## src/rtl/reaction_pkg.sv

```systemverilog
// Shared FSM state type and width helpers for the reaction game controller.
package reaction_pkg;

   typedef enum logic [2:0] {
      IDLE,
      DELAY,
      LIT,
      RECORD,
      DONE,
      FAULT
   } state_t;

   // Bits needed to hold 0..max_ms.
   function automatic int ms_width(input int max_ms);
      return $clog2(max_ms + 1);
   endfunction

   // Bits needed for the longest pre-light delay the random input can request.
   function automatic int delay_width(input int min_ms, input int step_ms, input int rnd_w);
      return $clog2(min_ms + ((1 << rnd_w) - 1) * step_ms + 1);
   endfunction

endpackage

```

## src/rtl/reaction_edge_detect.sv

```systemverilog
// Registered rising-edge detector; both stages come out of reset high.
module reaction_edge_detect #(
   parameter int W = 1
) (
   input  logic         clk,
   input  logic         rst,
   input  logic [W-1:0] level,
   output logic [W-1:0] rise
);

   logic [W-1:0] cur;
   logic [W-1:0] prev;

   // NOTE: resetting to ones means a button already held at reset release never looks like a new press.
   always_ff @(posedge clk or posedge rst) begin
      if (rst) begin
         cur  <= '1;
         prev <= '1;
      end else begin
         cur  <= level;
         prev <= cur;
      end
   end

   assign rise = cur & ~prev;

endmodule

```

## src/rtl/reaction_game_ctrl.sv

```systemverilog
// Multi-round, multi-button reaction game controller with last/best/average timing.
// Optional feature: define REACTION_FALSE_START_EN to fault on a button edge before the LED lights.
module reaction_game_ctrl
   import reaction_pkg::*;
#(
   parameter int MAX_MS        = 2047,
   parameter int LED_NUM       = 17,
   parameter int NUM_BTN       = 4,
   parameter int NUM_ROUNDS    = 4,
   parameter int MIN_DELAY_MS  = 500,
   parameter int DELAY_STEP_MS = 64,
   localparam int MS_W   = ms_width(MAX_MS),
   localparam int RND_W  = $clog2(LED_NUM),
   localparam int RIDX_W = $clog2(NUM_ROUNDS)
) (
   input  logic               clk,
   input  logic               rst,
   input  logic               tick_ms,
   input  logic               start_pressed,
   input  logic [NUM_BTN-1:0] button_pressed,
   input  logic [RND_W-1:0]   random_value,
   output logic [LED_NUM-1:0] led_on,
   output logic [MS_W-1:0]    result_ms,
   output logic [MS_W-1:0]    best_ms,
   output logic [MS_W-1:0]    avg_ms,
   output logic [RIDX_W-1:0]  round_idx,
   output logic               busy,
   output logic               done,
   output logic               false_start
);

   localparam int TGT_W = $clog2(NUM_BTN);
   localparam int DLY_W = delay_width(MIN_DELAY_MS, DELAY_STEP_MS, RND_W);
   localparam int SUM_W = MS_W + RIDX_W;
   localparam logic [MS_W-1:0]   MS_MAX    = MS_W'(MAX_MS);
   localparam logic [RIDX_W-1:0] LAST_ROUND = RIDX_W'(NUM_ROUNDS - 1);

   logic               start_rise;
   logic [NUM_BTN-1:0] btn_rise;
   logic               tick_q;
   logic [RND_W-1:0]   rnd_q;

   reaction_edge_detect #(.W(1)) u_start_edge (
      .clk   (clk),
      .rst   (rst),
      .level (start_pressed),
      .rise  (start_rise)
   );

   reaction_edge_detect #(.W(NUM_BTN)) u_btn_edge (
      .clk   (clk),
      .rst   (rst),
      .level (button_pressed),
      .rise  (btn_rise)
   );

   // Tick and random value share the single register stage of the edge detectors.
   always_ff @(posedge clk or posedge rst) begin
      if (rst) begin
         tick_q <= 1'b0;
         rnd_q  <= '0;
      end else begin
         tick_q <= tick_ms;
         rnd_q  <= random_value;
      end
   end

   state_t            state;
   logic [DLY_W-1:0]  dly;
   logic [MS_W-1:0]   cnt;
   logic [TGT_W-1:0]  tgt;
   logic [MS_W-1:0]   rec_t;
   logic [SUM_W-1:0]  sum;

   logic [DLY_W-1:0]  arm_dly;
   logic [TGT_W-1:0]  arm_tgt;
   logic [SUM_W-1:0]  sum_next;
   logic              fault_hit;

   assign arm_dly  = DLY_W'(MIN_DELAY_MS) + DLY_W'(rnd_q) * DLY_W'(DELAY_STEP_MS);
   assign arm_tgt  = rnd_q[TGT_W-1:0];
   assign sum_next = sum + SUM_W'(rec_t);

`ifdef REACTION_FALSE_START_EN
   assign fault_hit = |btn_rise;
`else
   assign fault_hit = 1'b0;
`endif

   always_ff @(posedge clk or posedge rst) begin
      if (rst) begin
         state       <= IDLE;
         dly         <= '0;
         cnt         <= '0;
         tgt         <= '0;
         rec_t       <= '0;
         sum         <= '0;
         led_on      <= '0;
         result_ms   <= '0;
         best_ms     <= MS_MAX;
         avg_ms      <= '0;
         round_idx   <= '0;
         busy        <= 1'b0;
         done        <= 1'b0;
         false_start <= 1'b0;
      end else begin
         unique case (state)
            IDLE, DONE, FAULT: begin
               if (start_rise) begin
                  state       <= DELAY;
                  dly         <= arm_dly;
                  tgt         <= arm_tgt;
                  sum         <= '0;
                  best_ms     <= MS_MAX;
                  round_idx   <= '0;
                  led_on      <= '0;
                  busy        <= 1'b1;
                  done        <= 1'b0;
                  false_start <= 1'b0;
               end
            end
            DELAY: begin
               if (fault_hit) begin
                  state       <= FAULT;
                  led_on      <= '1;
                  busy        <= 1'b0;
                  false_start <= 1'b1;
               end else if (dly == '0) begin
                  state  <= LIT;
                  cnt    <= '0;
                  led_on <= LED_NUM'(1) << tgt;
               end else if (tick_q) begin
                  dly <= dly - 1'b1;
               end
            end
            LIT: begin
               // Correct button beats a wrong one and beats a same-cycle tick.
               if (btn_rise[tgt]) begin
                  state  <= RECORD;
                  rec_t  <= cnt;
                  led_on <= '0;
               end else if ((|btn_rise) || (cnt == MS_MAX)) begin
                  state  <= RECORD;
                  rec_t  <= MS_MAX;
                  led_on <= '0;
               end else if (tick_q) begin
                  cnt <= cnt + 1'b1;
               end
            end
            RECORD: begin
               result_ms <= rec_t;
               sum       <= sum_next;
               if (rec_t < best_ms) best_ms <= rec_t;
               if (round_idx == LAST_ROUND) begin
                  state  <= DONE;
                  avg_ms <= MS_W'(sum_next >> RIDX_W);
                  busy   <= 1'b0;
                  done   <= 1'b1;
               end else begin
                  state     <= DELAY;
                  round_idx <= round_idx + 1'b1;
                  dly       <= arm_dly;
                  tgt       <= arm_tgt;
               end
            end
            default: state <= IDLE;
         endcase
      end
   end

endmodule
```

## config.mk

```make
export PLATFORM = sky130hd
export DESIGN_NAME = reaction_game_ctrl
export DESIGN_NICKNAME = d
export VERILOG_FILES = /design/src/rtl/reaction_pkg.sv /design/src/rtl/reaction_edge_detect.sv /design/src/rtl/reaction_game_ctrl.sv
export SDC_FILE = /design/constraint.sdc
export NUM_CORES = 1
export LEC_CHECK = 0
export BUFFER_PORTS_ARGS = -buffer_cell sky130_fd_sc_hd__buf_2
export CORE_ASPECT_RATIO = 0.8
export CORE_MARGIN = 2
export CORE_UTILIZATION = 59
export CTS_CLUSTER_SIZE = 25
export DETAILED_ROUTE_END_ITERATION = 10
export PLACE_DENSITY = 0.76
export REMOVE_ABC_BUFFERS = 1
export SLEW_MARGIN = 20
export SYNTH_ARGS = -nofsm -noshare
export SYNTH_HDL_FRONTEND = slang
export SYNTH_SLANG_ARGS = --single-unit
```

## constraint.sdc

```tcl
create_clock -name clk -period 4.1 [get_ports clk]
set_input_delay 0.41 -clock clk [delete_from_list [all_inputs] [get_ports clk]]
set_output_delay 0.41 -clock clk [all_outputs]
set_load 0.05 [all_outputs]
```

# Yosys cells after proc, flatten, opt, wreduce, memory -nomap -nowiden
# Index checks and enable logic that the tools add are counted.
[word_totals] ff_bits=122 wordCells=111 out_inout_bits=55 input_bits=13
[classes] addsub=5 eq_ne=18 n_reduce_logical=20 n_mux=42 n_shift=1 order_cmp=2 bitwise_logic=4
[ops] operator="$mux 11" n=8
[ops] operator="$mux 17" n=4
[ops] operator="$pmux 17 s3" n=1
[ops] operator="$mux 12" n=4
[ops] operator="$pmux 11 s2" n=2
[ops] operator="$pmux 12 s3" n=1
[ops] operator="$pmux 13 s2" n=1
[ops] operator="$ne 2x2->1 const B" n=10
[ops] operator="$shl 1x2->17 const A" n=1
[ops] operator="$mux 3" n=5
[ops] operator="$add 13x11->13" n=1
[ops] operator="$mux 13" n=1
[ops] operator="$add 9x11->12 const A" n=1
[ops] operator="$logic_not 12->1" n=1
[ops] operator="$pmux 3 s4" n=1
[ops] operator="$reduce_and 3->1" n=4
[ops] operator="$sub 12x1->12 const B" n=1
[ops] operator="$add 11x1->11 const B" n=1
[ops] operator="$eq 11x11->1 const B" n=1
[ops] operator="$lt 11x11->1" n=1
[ops] operator="$reduce_and 5->1" n=2
[ops] operator="$mux 2" n=4
[ops] operator="$pmux 2 s2" n=2
[ops] operator="$eq 3x2->1 const B" n=2
[ops] operator="21 further kinds" n=32

# Longest topological paths before layout
# Gate-level depths: netlist of run 1.
[logic_depth] word_depth=7 ltp_mapped=9 mapped_depth_nobuf=8

# Cells and area by module
# A second synthesis of run 1 with hierarchy kept.
[hier_totals] cells_unflattened=589 area_unflattened_um2=5851.9
[by_module_without_submodules] mod="reaction_game_ctrl" instances=1 seq_area_each_um2=2491.1 cells_each=572 area_per_inst_um2=5512.8
[by_module_without_submodules] mod="reaction_edge_detect (u_btn_edge)" instances=1 seq_area_each_um2=210.2 cells_each=13 area_per_inst_um2=269.0
[by_module_without_submodules] mod="reaction_edge_detect (u_start_edge)" instances=1 seq_area_each_um2=52.6 cells_each=4 area_per_inst_um2=70.1

# Worst setup path before layout of run 1
# No wires, ideal clock.
[synth_timing] kind="register to register" startpoint="register best_ms[2]" endpoint="register best_ms[0]" period_less_slack_ns=2.148 setup_ns=0.078 path_stages_with_launch=8 t_required_ns=4.022 path_buffers=0 t_arrival_ns=2.070 slack_ns=1.952 path_cell_list="dfstp_2 > inv_1 > ha_1 > a21o_1 > a31oi_1 > o31ai_1 > or4_1 > and3_1"
[synth_between] elab_chain_len=3
[synth_lines] element="from (decl)" line="reaction_game_ctrl.sv:24" source="output logic [MS_W-1:0] best_ms,"
[synth_lines] element="from (signal assigned)" line="reaction_game_ctrl.sv:153" source="if (rec_t < best_ms) best_ms <= rec_t;"
[synth_lines] element="$lt 11x11->1" line="reaction_game_ctrl.sv:153"
[synth_lines] element="$ne 2x2->1 (no source line)"
[synth_lines] element="$reduce_and 3->1 (no source line)"
# No other way between the ends.
# A chain may end at the register's enable or synchronous reset.

# Final worst setup path of run 1
[layout_timing] startpoint="register state[0]" endpoint="register dly[11]"
[layout_between] elab_chain_len=4 word_cells_on_any_way=13 classes_between="eq/ne: 8; mux: 1; reduce/logical: 4"
[layout_lines] element="from (decl)" line="reaction_game_ctrl.sv:68" source="state_t state;"
[layout_lines] element="from (signal assigned)" line="reaction_game_ctrl.sv:92" source="state <= IDLE;"
[layout_lines] element="from (signal assigned)" line="reaction_game_ctrl.sv:110" source="state <= DELAY;"
[layout_lines] element="from (signal assigned)" line="reaction_game_ctrl.sv:124" source="state <= FAULT;"
[layout_lines] element="$eq 3x3->1 or $logic_not 3->1 (tied branches)" line="reaction_game_ctrl.sv:107" source="unique case (state)"
[layout_lines] element="$reduce_or 3->1" line="reaction_game_ctrl.sv:107"
[layout_lines] element="$ne 2x2->1 (no source line) or $reduce_bool 3->1 (tied branches)"
[layout_lines] element="$reduce_and 5->1 (no source line)"
[layout_lines] element="to (signal assigned)" line="reaction_game_ctrl.sv:111" source="dly <= arm_dly;"
[layout_lines] element="to (signal assigned)" line="reaction_game_ctrl.sv:133" source="dly <= dly - 1'b1;"
[layout_lines] element="to (signal assigned)" line="reaction_game_ctrl.sv:162" source="dly <= arm_dly;"
[layout_lines] element="to (decl)" line="reaction_game_ctrl.sv:69" source="logic [DLY_W-1:0] dly;"
# Several ways; a longest one is shown, not always the timed one.

==> summary by stage, run 1 <==
Status
The flow ran to the end, and the final reports show no timing, DRC or antenna violations.

CTS
The root buffer cell chosen for the clock tree is sky130_fd_sc_hd__clkbuf_16. The clock reaches the later pin of the worst-skew pair after 360 ps. The total of cells resized after clock tree synthesis is 0. The clock tree synthesis step divided the H-tree into 3 levels. After clock tree synthesis, the clock-pin slew on the worst setup and hold paths is 80 ps.

The number of hold buffers added after CTS is 0. The number of buffers inserted to repair setup after CTS is 0. The number of clock sinks is 109. TritonCTS built the clock tree. The TritonCTS buffer count is 9. No sink is reached through more buffers than the 2 on the longest clock path.

Final layout
The number of fill cells is 843. The proportion of layout cells with a drive suffix above 1 is 0.154. 0 antenna diodes ended up in the layout. Leaving out fill and tap cells, the most frequent cells in the layout are 88 x sky130_fd_sc_hd__dfrtp_1, 83 x sky130_fd_sc_hd__nand2_1, 56 x sky130_fd_sc_hd__o21ai_0, 53 x sky130_fd_sc_hd__buf_2, 41 x sky130_fd_sc_hd__nand3_1. Compared with the post-synthesis result, the final layout area differs by 9.40%. Excluding fillers, the count of instances in the completed layout stands at 848.

The library cell used most frequently in the layout, excluding fill and tap cells, is sky130_fd_sc_hd__dfrtp_1. The number of nets in the final layout is 743.

Timing
The final number of max-transition violations is 0. Setup violations remaining at the end of the flow were counted as 0. The clock period could shrink to 2630 ps.

Headroom to the max-slew limit came out at 0.304. Setup repair after global routing left no endpoint under its margin. For the final database, setup skew stands at 16.0 ps. The slack of the critical path is 1470 ps. Dividing the final minimum period by the clock period gives 0.642. The worst-margin pin slew is 1040 ps.

The total count of hold-check failures in the final report is 0. The setup TNS is 0 ps. Derived from the worst setup path, the maximum achievable clock frequency is 380 MHz. The tightest hold path in the finished design has a slack of 76.8 ps.

Logic synthesis
In the synthesized netlist the dominant register cell turns out to be sky130_fd_sc_hd__dfrtp_1. During synthesis, Yosys emitted a total of 0 warnings. Counting flops with a built-in enable in the synthesized netlist gives 0.

The share of the synthesized area in compound gates (AO/OA/AOI/OAI) is 0.190. The sequential-to-total area share from yosys stat is 0.453. Of the post-synthesis cell area, the part taken by muxes is 0.00699. The number of register bits inferred by synthesis is 109.

Counting flops with an async set or reset pin after synthesis yields a share of 1.00. Averaged over all synthesized cells, the footprint is 9.12 um^2. The simple-gate share of the synthesized area is 0.217. The main combinational cell family by area after synthesis is simple AND/OR/NAND/NOR gates.

After technology mapping, the gate count stands at 667. The summed instance area of the synthesized netlist is 0.00609 mm^2. Of the total synthesized cell area, the portion taken by full adders, half adders and majority gates is 0.0567. The xor and xnor area share after synthesis is 0.0144. In this run, distinct cell masters in the synthesized netlist total 62.

Floorplanning
The die span in x is 118 um. The I/O pin count is 68. The area of the die is 0.0111 mm^2. In this run the vertical extent of the chip is 94.8 um. The standard-cell row count is 33. The region available for standard cell placement spans 0.0102 mm^2.

The starting density of the core is 0.599.

Placed design
The final weighted congestion of routability-driven global placement is 0.893. In this run the tool buffered the top-level ports with 53 buffer cells. After detailed placement, the design holds a cell count of 832. The HPWL after detailed placement is 9.92 mm. OpenSTA, run right after detailed placement, puts the worst setup slack at 1510 ps.

Worst hold path
The class of the worst hold path is input pin to asynchronous set/reset pin.

Route
For this block, the via count after detailed routing is 5172. The number of nets with antenna violations after detailed routing is 0. The remaining design rule violation count is 0. The via density per instance is 6.10. The first-pass iteration count of the detailed router is 7. The detailed router finished its first iteration with 463 violations. Summed over all layers, the routed wires come to 14.2 mm. The average wire length per cell after detail routing is 16.7 um.

Pwr
The total chip power is 0.00267 W. In this run the static leakage power is 3.15 nW. The total power per unit cell area is 402 mW/mm^2. The worst-case vdd ir drop is 0.000303 V.

Critical path
STA classifies the critical path startpoint as a register. The top fanout value on the critical path is 20. The critical setup path kind is register to register. The worst setup path is captured at a register. STA puts the critical path data arrival time at 2860 ps. The worst register-to-register path begins at state[0]. Data on the critical path is required at its endpoint by 4330 ps. The setup check on the worst reg-to-reg path leaves a slack of 1470 ps. The number of cell instances on the worst register-to-register path is 5. The worst register-to-register path ends at dly[11].

Global routing
The number of global-route vias before repair is 4753. The initial antenna violation count was 0. The total routing resource utilization after global routing is 0.262. The leftover overflow at the end of global routing is 0.

The first-pass GRT wire length is 23.2 mm. The largest net degree at the start of global routing is 41.

Flow run
Max-cap violations in this run came to 0.
==> synth_stat cells, types with 3 or more instances <==
| cell | count | area [um^2] |
|---|---|---|
| sky130_fd_sc_hd__or4_1 | 5 | 37.5 |
| sky130_fd_sc_hd__a2111oi_0 | 10 | 87.6 |
| sky130_fd_sc_hd__o21ai_0 | 56 | 280 |
| sky130_fd_sc_hd__nand3_1 | 41 | 205 |
| sky130_fd_sc_hd__nor3_1 | 25 | 125 |
| sky130_fd_sc_hd__dfrtp_1 | 88 | 2200 |
| sky130_fd_sc_hd__dfstp_2 | 21 | 552 |
| sky130_fd_sc_hd__o21a_1 | 4 | 30.0 |
| sky130_fd_sc_hd__a21o_1 | 11 | 82.6 |
| sky130_fd_sc_hd__nand2b_1 | 14 | 87.6 |
| sky130_fd_sc_hd__nor2b_1 | 3 | 18.8 |
| sky130_fd_sc_hd__a2bb2oi_1 | 3 | 26.3 |
| sky130_fd_sc_hd__buf_4 | 17 | 128 |
| sky130_fd_sc_hd__nor4_1 | 13 | 81.3 |
| sky130_fd_sc_hd__buf_2 | 5 | 25.0 |
| sky130_fd_sc_hd__a21boi_0 | 3 | 22.5 |
| sky130_fd_sc_hd__and3_1 | 5 | 31.3 |
| sky130_fd_sc_hd__xnor2_1 | 5 | 43.8 |
| sky130_fd_sc_hd__or3_1 | 6 | 37.5 |
| sky130_fd_sc_hd__o31ai_1 | 17 | 128 |
| sky130_fd_sc_hd__clkbuf_1 | 24 | 90.1 |
| sky130_fd_sc_hd__inv_1 | 28 | 105 |
| sky130_fd_sc_hd__a31oi_1 | 12 | 75.1 |
| sky130_fd_sc_hd__o211ai_1 | 8 | 60.1 |
| sky130_fd_sc_hd__and4_1 | 4 | 35.0 |
| sky130_fd_sc_hd__xor2_1 | 5 | 43.8 |
| sky130_fd_sc_hd__nor2_1 | 38 | 143 |
| sky130_fd_sc_hd__a21oi_1 | 28 | 140 |
| sky130_fd_sc_hd__nand2_1 | 83 | 312 |
| sky130_fd_sc_hd__nand4_1 | 11 | 68.8 |
| sky130_fd_sc_hd__ha_1 | 26 | 325 |
| sky130_fd_sc_hd__a32o_1 | 3 | 30.0 |
==> flip-flops by register name (all words and copies together) (netlist names) <==
| signal | count |
|---|---|
| cnt | 11 |
| rec_t | 11 |
| tick_q | 1 |
| avg_ms | 11 |
| led_on | 4 |
| state | 3 |
| u_btn_edge.cur | 4 |
| round_idx | 2 |
| dly | 12 |
| u_start_edge.prev | 1 |
| tgt | 2 |
| done | 1 |
| u_btn_edge.prev | 4 |
| result_ms | 11 |
| sum | 13 |
| u_start_edge.cur | 1 |
| best_ms | 11 |
| busy | 1 |
| rnd_q | 5 |
==> critical path: stages, from the launching register on <==
cell and delay, ps:
sky130_fd_sc_hd__dfrtp_1 480, sky130_fd_sc_hd__nor2b_1 510, sky130_fd_sc_hd__nand2_1 510, sky130_fd_sc_hd__o21ai_2 680, sky130_fd_sc_hd__a21oi_1 100, sky130_fd_sc_hd__o22a_1 230
==> routing by layer <==
layer	track usage	vias to the layer above	wire (um)
li1	-	2461	-
met1	0.378	2474	6680
met2	0.392	208	6170
met3	0.0550	29	1030
met4	0.0994	0	292
met5	0	-	0
==> metrics by stage <==
stage / util / area [um^2]
final: 0.655 / 6660
after global routing: 0.655 / 6660
after CTS: 0.655 / 6660
after detailed placement: 0.627 / 6370
after global placement: 0.627 / 6370
after floorplan: - / 5860
==> cells by family after synthesis <==
kind of cell / Yosys count
AOI/OAI and AO/OA: 176
xor gates and xnor gates: 10
adders and majority gates: 27
buffers and inverters: 78
DFF: 109
muxes: 3
other: 1
and+or+nand+nor: 263
==> area by class of cell <==
cell class                      count  area, um^2  area share
Clock buffer                       11         233      0.0350
Clock inverter                      5        52.6     0.00789
Inverter                           28         108      0.0162
Multi-Input combinational cell    493        3000       0.451
Sequential cell                   109        2750       0.414
Tap cell                          140         175      0.0263
Timing Repair Buffer               62         333      0.0500
==> worst max path at each step <==
stage                   from   endpoint  depth (start not counted)
finish              state[0]    dly[11]                          5
detailed placement  state[0]    dly[11]                          5
global placement    state[0]     dly[5]                          5
floorplan                rst  avg_ms[0]                          1
global route        state[0]     dly[4]                          5
CTS                 state[0]    dly[11]                          5
==> power by group <==
| part | switching [W] | internal (W) |
|---|---|---|
| Clock | 0.000393 | 0.000472 |
| Sequential | 0.000106 | 0.00117 |
| Combinational | 0.000365 | 0.000169 |
Note: power is estimated with default switching activity, not from simulation.
==> inputs of run 2 (changes only) <==
--- a/config.mk
+++ b/config.mk
@@ -5,6 +5,7 @@
 export SDC_FILE = /design/constraint.sdc
 export NUM_CORES = 1
 export LEC_CHECK = 0
+export ABC_AREA = 1
 export BUFFER_PORTS_ARGS = -buffer_cell sky130_fd_sc_hd__buf_2
 export CORE_ASPECT_RATIO = 0.8
 export CORE_MARGIN = 2
==> constraint.sdc (replaced) <==
create_clock -name clk -period 2.5 [get_ports clk]
set_input_delay 0.25 -clock clk [delete_from_list [all_inputs] [get_ports clk]]
set_output_delay 0.25 -clock clk [all_outputs]
set_load 0.05 [all_outputs]
==> run 2 against run 1 <==
Global-route usage rose by 0.54 points. Combinational power rose to 4.7 times the previous value. Total power increased to 2.5 times the previous value. Non-clock buffer count is 5 higher. Critical path type unchanged.
==> summary by stage, run 2 <==
Timing
Setup violations remaining at the end of the flow were counted as 0. Based on the critical path, the design can be clocked at up to 489 MHz. The worst pin sits at a relative slew slack of 0.530. The worst clock skew is 3.99 ps. The clock period could shrink to 2040 ps. Of the available clock period, the critical path in the final layout requires 0.817. Setup repair after global routing left no endpoint under its margin. The final hold slack is 5.97 ps. The total count of hold-check failures in the final report came to 0. The worst-margin pin slew is 704 ps.

The final number of max-transition violations is 0.

Global routing
Across every metal layer, demand over resource in global routing totals 0.267. The initial antenna violation count was 0. Summed over all layers, the global routing overflow is 0. The number of global-route vias before repair is 4692. The first global-routing pass estimated 22.5 mm of wire. The largest net degree at the start of global routing is 57.

Critical path
Walking the worst path, the cells encountered are ha_1, inv_1, fa_1, inv_1, nand3_1, nand2_1, a21oi_1, or2_2, nand3_1, nand2_1. The slowest stage of the critical path is the sky130_fd_sc_hd__fa_1 cell. The number of cell instances on the worst register-to-register path is 10.

The critical setup path kind is register to register. Along the worst path, the maximum fanout reaches 4. The start point of the critical path is rec_t[0]. The arrival time at the worst endpoint is 2280 ps.

The startpoint identified for the worst register-to-register timing path is rec_t[0]. The delay of the slowest critical-path stage is 410 ps. For the worst setup path, the data required time is 2740 ps. The kind of capture point of the worst setup path is a register. The type of element launching the critical path is a register.

Logic synthesis
The cell accounting for the most synthesized area is sky130_fd_sc_hd__dfrtp_1. The mean instance size in the synthesized netlist is 7.82 um^2. Synthesis inferred 109 register bits. The most used flip-flop cell after synthesis is sky130_fd_sc_hd__dfrtp_1. The count of different cell masters after synthesis is 40. The gate count of the mapped netlist is 753.

The count of flip-flops with a built-in enable after synthesis is 0. The sequential-to-total area share from yosys stat is 0.468. sky130_fd_sc_hd__nand2_1 is the most common cell in the netlist.

During synthesis, Yosys emitted a total of 0 warnings. By count the netlist is led by 232 x sky130_fd_sc_hd__nand2_1, 88 x sky130_fd_sc_hd__dfrtp_1, 88 x sky130_fd_sc_hd__inv_1. Ranked by total cell area, the synthesized netlist is headed by sky130_fd_sc_hd__dfrtp_1 37%, sky130_fd_sc_hd__nand2_1 15%, sky130_fd_sc_hd__dfstp_2 9.4%. The share of synthesized area in the top cell type comes to 0.374.

The cell area that synthesis handed to floorplanning was 0.00589 mm^2. The async set or reset register ratio after synthesis is 1.00.

Pwr
In this run the power density over the cells is 1010 mW/mm^2. Of the total power, registers draw 0.387. In this run the power spent charging and discharging nets is 0.00279 W. Of the total power, the share spent switching nets is 0.413.

The internal power of the cells totals 0.00396 W. Of the total power, combinational logic draws 0.373. In this run the static leakage power is 3.62 nW.

The worst-case vdd ir drop is 0.000473 V. The clock network power share is 0.241.

Final layout
The number of fill cells is 828. In the layout the commonest cells are 232 x sky130_fd_sc_hd__nand2_1, 88 x sky130_fd_sc_hd__dfrtp_1, 87 x sky130_fd_sc_hd__inv_1, 82 x sky130_fd_sc_hd__nor2_1, 53 x sky130_fd_sc_hd__buf_2. The register with the most flip-flops in the layout has 13 of them. The final cell area excluding filler cells is 0.00667 mm^2. The repair_antennas step left the layout with diodes totalling 0. At the end of the flow, the number of nets in the layout was 855.

In the final layout, the registers with the most flip-flops are sum: 13 flops, dly: 12 flops. The proportion of layout cells with a drive suffix above 1 is 0.150. Leaving out fill and tap cells, the most frequent cell in the layout is sky130_fd_sc_hd__nand2_1.

From synthesis to final layout, the design area changed by 13.3%. The register bank with the most flops is sum.

Worst hold path
The tightest min-delay check is of the input pin to register type. The cell depth of the worst hold path is 1. The start point of the worst hold path is random_value[4].

Placed design
After legalization and detailed placement, the total HPWL measured 9.58 mm. The quantity of I/O buffers inserted on ports is 53. The final weighted congestion of routability-driven global placement is 0.887. The post-placement cell area is 0.00625 mm^2.

CTS
The TritonCTS buffer count is 9. The CTS clock-pin slew for the worst setup and hold paths is 70 ps. The total of cells resized after clock tree synthesis is 0. The source-to-sink clock delay at the later pin of the worst-skew pair is 350 ps. The TritonCTS clock tree is built. The CTS root buffer is sky130_fd_sc_hd__clkbuf_16. The H-tree was split into 3 levels. The number of clock sinks is 109. The maximum buffer depth of the clock tree is 2.

Floorplanning
The floorplan step set the die width to 116 um. The standard-cell row count is 32. The I/O pin count is 68. The die height is 93.3 um.

The starting density of the core is 0.607. The core region is 0.00969 mm^2. The die covers 0.0108 mm^2.

Route
In the final routed layout, each cell accounts on average for 14.0 um. The first-pass iteration count of the detailed router is 5. After detailed routing, the number of remaining DRC violations is 0.

The number of nets with antenna violations after detailed routing is 0. The via density per instance is 5.20. The routed layout has 4967 vias. The first routing iteration left 286 violations. After detailed routing, the total wire length is 13.4 mm.

Flow run
The tool flagged a number of max-cap violations equal to 0.

Status
The run finished with clean final reports.
## run 2: changes by cell type after synthesis, sizes merged, moves of 11 or more
cell and change:
nor2 +48, inv +67, a31oi -11, nor4 -14, o21ai -21, nand3 +11
nand2b -14, clkbuf -18, nor3 -20, o31ai -17, nand2 +152
## run 2: cells by family (layout without fill, tap and decap cells)
logic type / count (synthesis) / count (layout) / share of synthesized area
adders and majority gates: 27 / 27 / 0.0587
DFF: 109 / 109 / 0.468
other: 1 / 14 / 0.000637
and+or+nand+nor: 396 / 396 / 0.282
AOI/OAI and AO/OA: 78 / 78 / 0.0710
buffers and inverters: 125 / 179 / 0.0923
xor gates and xnor gates: 16 / 16 / 0.0238
muxes: 1 / 1 / 0.00383
## run 2: what timing repair did
item,CTS,global route
hold buffers,8,0
setup buffers,0,0
hold endpoints to repair,8,0
## run 2: final cells by class
| class | count | area (um^2) | share of cell area |
|---|---|---|---|
| Sequential cell | 109 | 2750 | 0.413 |
| Multi-Input combinational cell | 532 | 2640 | 0.395 |
| Tap cell | 136 | 170 | 0.0255 |
| Timing Repair Buffer | 67 | 403 | 0.0604 |
| Clock buffer | 12 | 246 | 0.0370 |
| Inverter | 96 | 363 | 0.0544 |
| Clock inverter | 4 | 95.1 | 0.0143 |
## run 2: critical path, delay by kind of cell (launching register included)
family	cells	cell delay, ps
simple gates	5	660
fa+ha+maj	2	620
flops	1	390
buf+inv	2	180
compound gates	1	100
## run 2: worst paths after layout
path | end | slack, ps
max | avg_ms[6] | 460
min | rnd_q[4] | 6
max reg2reg | avg_ms[6] | 460
min reg2reg | u_start_edge.prev | 370
max in group asynchronous | u_btn_edge.cur[2] | 1760
min in group asynchronous | result_ms[5] | 20
## run 2: power groups by stage
| stage | logic [W] | clock network [W] | registers [W] |
|---|---|---|---|
| detailed placement | 0.00248 | 0 | 0.00262 |
| CTS | 0.00251 | 0.00165 | 0.00259 |
| global placement | 0.00240 | 0 | 0.00260 |
| finish | 0.00251 | 0.00162 | 0.00261 |
| global route | 0.00281 | 0.00171 | 0.00265 |
| floorplan | 0.00145 | 0 | 0.00300 |
## run 2: metrics by stage
step | setup TNS, ps | setup WS (ps) | total power (W) | cells | utilization
3_5_place_dp | 0 | 500 | 0.00509 | 932 | 0.645
6_report | 0 | 457 | 0.00675 | 956 | 0.688
4_1_cts | 0 | 492 | 0.00675 | 956 | 0.688
5_1_grt | 0 | 391 | 0.00717 | 956 | 0.688
2_1_floorplan | -51850 | -589 | 0.00445 | 737 | -
3_3_place_gp | 0 | 563 | 0.00500 | 932 | 0.645
## run 2: per-layer routing
metal | share of wire | GRT usage | vias to the layer above | wire length, um
met5 | 0 | 0 | - | 0
met4 | 0.017 | 0.0704 | 0 | 223
met3 | 0.060 | 0.0713 | 23 | 805
met2 | 0.45 | 0.417 | 150 | 6100
met1 | 0.47 | 0.373 | 2321 | 6290
li1 | - | - | 2473 | -
==> inputs of run 3 (changes only) <==
--- a/config.mk
+++ b/config.mk
@@ -5,7 +5,7 @@
 export SDC_FILE = /design/constraint.sdc
 export NUM_CORES = 1
 export LEC_CHECK = 0
-export ABC_AREA = 1
+export ABC_AREA = 0
 export BUFFER_PORTS_ARGS = -buffer_cell sky130_fd_sc_hd__buf_2
 export CORE_ASPECT_RATIO = 0.8
 export CORE_MARGIN = 2
==> constraint.sdc (replaced) <==
create_clock -name clk -period 2.1 [get_ports clk]
set_input_delay 0.21 -clock clk [delete_from_list [all_inputs] [get_ports clk]]
set_output_delay 0.21 -clock clk [all_outputs]
set_load 0.05 [all_outputs]
==> run 3 against run 2 <==
The flow now finishes with violations (setup timing). Total power fell by 17%. Largest power group unchanged. Clock power rose by 12%. Wire length rose by 31%. First-iteration DRC count rose by 120%. Final cell count fell by 4.3%. Core utilization rose by 7.7 points. Setup slack got worse by 600 ps. Largest cell class is now multi-input combinational cells. Global-route usage rose by 2.4 points.
==> summary by stage, run 3 (synthesized netlist as in run 1, its figures left out) <==
Status
The checks that failed: setup timing. The run finished, with violations left.

Final layout
Relative to the synthesized area, the layout overhead comes to 27.7%. At the end of the flow the core is filled with cells to 0.765. More flip-flops sit in one register than any other, and that register is sum. The number of fill cells is 648. The register with the most flip-flops in the layout has 13 of them. The number of antenna diodes is 0. Leaving out fill and tap cells, the most frequent cells in the layout are 83 x sky130_fd_sc_hd__nand2_1, 83 x sky130_fd_sc_hd__dfrtp_1, 59 x sky130_fd_sc_hd__buf_4, 53 x sky130_fd_sc_hd__o21ai_0, 53 x sky130_fd_sc_hd__buf_2. The number of nets in the final layout is 810. The largest registers in the layout are sum: 13 flops, dly: 12 flops. The proportion of layout cells with a drive suffix above 1 is 0.289.

CTS
At the later pin of the worst-skew pair, clock insertion delay measures 360 ps. Clock tree synthesis inserted a total of 9 buffers. The TritonCTS clock tree is built. Clock-pin slew was measured on the worst setup and hold paths at 80 ps. The CTS root buffer is sky130_fd_sc_hd__clkbuf_16.

The H-tree generated during clock tree synthesis spans 3 levels. The clock passes through at most 2 buffers. The number of clock sinks is 109.

Route
Dividing the detail-routed wire length by the instance count gives 19.3 um. The remaining design rule violation count is 0. The routed wire length is 17.6 mm. The via density per instance is 6.34.

The first-pass iteration count of the detailed router is 5. The number of nets with antenna violations after detailed routing is 0. The detailed-route via count is 5799. The detailed router finished its first iteration with 634 violations.

Critical path
The kind of capture point of the worst setup path is a register. The top fanout value on the critical path is 4. For the worst flop-to-flop path, the logic depth is 7. STA classifies the critical path startpoint as a register. The critical setup path kind is register to register. The most critical setup path has its startpoint at best_ms[4]. Across all register-to-register paths, the minimum setup slack is -140 ps. The required time at the endpoint of the critical path is 2380 ps. Data arrives at the worst endpoint at 2520 ps. The startpoint identified for the worst register-to-register timing path is best_ms[4]. The worst flop-to-flop path endpoint is best_ms[4].

Timing
The final number of max-transition violations is 0. Derived from the worst setup path, the maximum achievable clock frequency is 446 MHz. The setup TNS is -684 ps.

In the finished design, the share of the clock period the worst path needs comes to 1.07. In this run the tightest slew margin relative to its limit is 0.404. The final number of setup-violating endpoints is 11. The total count of hold-check failures in the final report is 0. The slack of the critical path is -144 ps.

Between clock sinks in the finished design, the worst skew comes to 11.2 ps. Setup repair after global routing could not meet its margin everywhere. The final period demand of the worst path is 2240 ps. The worst-margin pin slew is 893 ps.

Floorplanning
The area inside the core boundary is 0.0102 mm^2. The die covers 0.0111 mm^2. The floorplan has 33 rows. The starting density of the core is 0.599.

The die is 94.8 um tall. Measured along the x axis, the die boundary spans 118 um. The I/O pin count is 68.

Global routing
The number of global-route vias before repair is 5348. The first-pass GRT wire length is 25.9 mm. Entering global routing, the biggest net connects 43 pins. Across every metal layer, demand over resource in global routing totals 0.292. The initial antenna violation count is 0. Summed over all layers, the global routing overflow is 0.

Pwr
The internal power of the cells totals 0.00378 W. Total power for the finished layout comes to 0.00558 W. The leakage dissipation is 3.48 nW. The analysis attributes to net switching a power of 0.00180 W. Of the total power, registers draw 0.443. The worst-case vdd ir drop is 0.000644 V.

Power spread over the standard cell area amounts to 718 mW/mm^2. Of the total power, combinational logic draws 0.230. The fraction of power spent switching nets is 0.323. The clock network power share is 0.327.

Worst hold path
The endpoint of the worst hold-timing path is u_btn_edge.prev[0]. The start point of the worst hold path is u_btn_edge.cur[0]. The worst hold path belongs to the class register to register. The worst hold path passes through 0 cells.

Placed design
The HPWL after detailed placement is 11.1 mm. At the end of routability-driven placement, the weighted congestion stood at 0.905. During placement, the flow inserted port buffers numbering 53.

Flow run
Across the run, the number of max-cap violations was 0.
run 3: per-layer routing:
metal / part of all wire / GRT usage
met1: 0.42 / 0.403
met2: 0.48 / 0.470
met3: 0.075 / 0.0477
met4: 0.029 / 0.110
met5: 0 / 0
run 3: area by class of cell:
class,instances,area [um^2],area share
inverters,28,108,0.0138
well taps,140,175,0.0225
flip-flops and latches,109,2760,0.355
clock inverters,4,72.6,0.00934
clock buffers,12,236,0.0304
multi-input cells,494,3540,0.455
repair buffers,128,882,0.113
run 3: timing repair:
item	4_1_cts	5_1_grt
resized for setup	13	83
gates cloned	1	0
setup endpoints to repair	12	35
setup buffers	0	9
pin swaps	3	24
hold buffers	12	0
endpoints found under the hold margin	39	0
run 3: power by group through the flow:
stage / registers (W) / clock network (W) / logic, W
after global routing: 0.00249 / 0.00193 / 0.00142
after floorplan: 0.00252 / 0 / 0.000748
after global placement: 0.00248 / 0 / 0.00112
after CTS: 0.00245 / 0.00184 / 0.00119
final: 0.00247 / 0.00182 / 0.00128
after detailed placement: 0.00249 / 0 / 0.00115
run 3: through the flow:
step	cells	setup slack, ps	hold WS [ps]	area [um^2]
after floorplan	630	-949	214	5860
after global placement	877	-16.7	299	6720
after detailed placement	877	-85.0	304	6720
after CTS	906	-34.2	370	7220
after global routing	915	-199	371	7770
final	915	-144	365	7770
run 3: critical path, stage by stage, from the launching register on:
cell                        delay (ps)
sky130_fd_sc_hd__dfstp_2           550
sky130_fd_sc_hd__inv_1              90
sky130_fd_sc_hd__ha_4              300
sky130_fd_sc_hd__nand4_1           230
sky130_fd_sc_hd__o31a_1            360
sky130_fd_sc_hd__buf_6             150
sky130_fd_sc_hd__a2111oi_4         350
sky130_fd_sc_hd__nor3_2            120
run 3: worst max-delay path by stage:
stage	end	slack [ps]	cells past startpoint
2_1_floorplan	avg_ms[0]	-950	1
3_3_place_gp	best_ms[0]	-20	8
3_5_place_dp	best_ms[0]	-90	8
4_1_cts	best_ms[3]	-30	6
5_1_grt	best_ms[4]	-200	7
6_report	best_ms[4]	-140	7
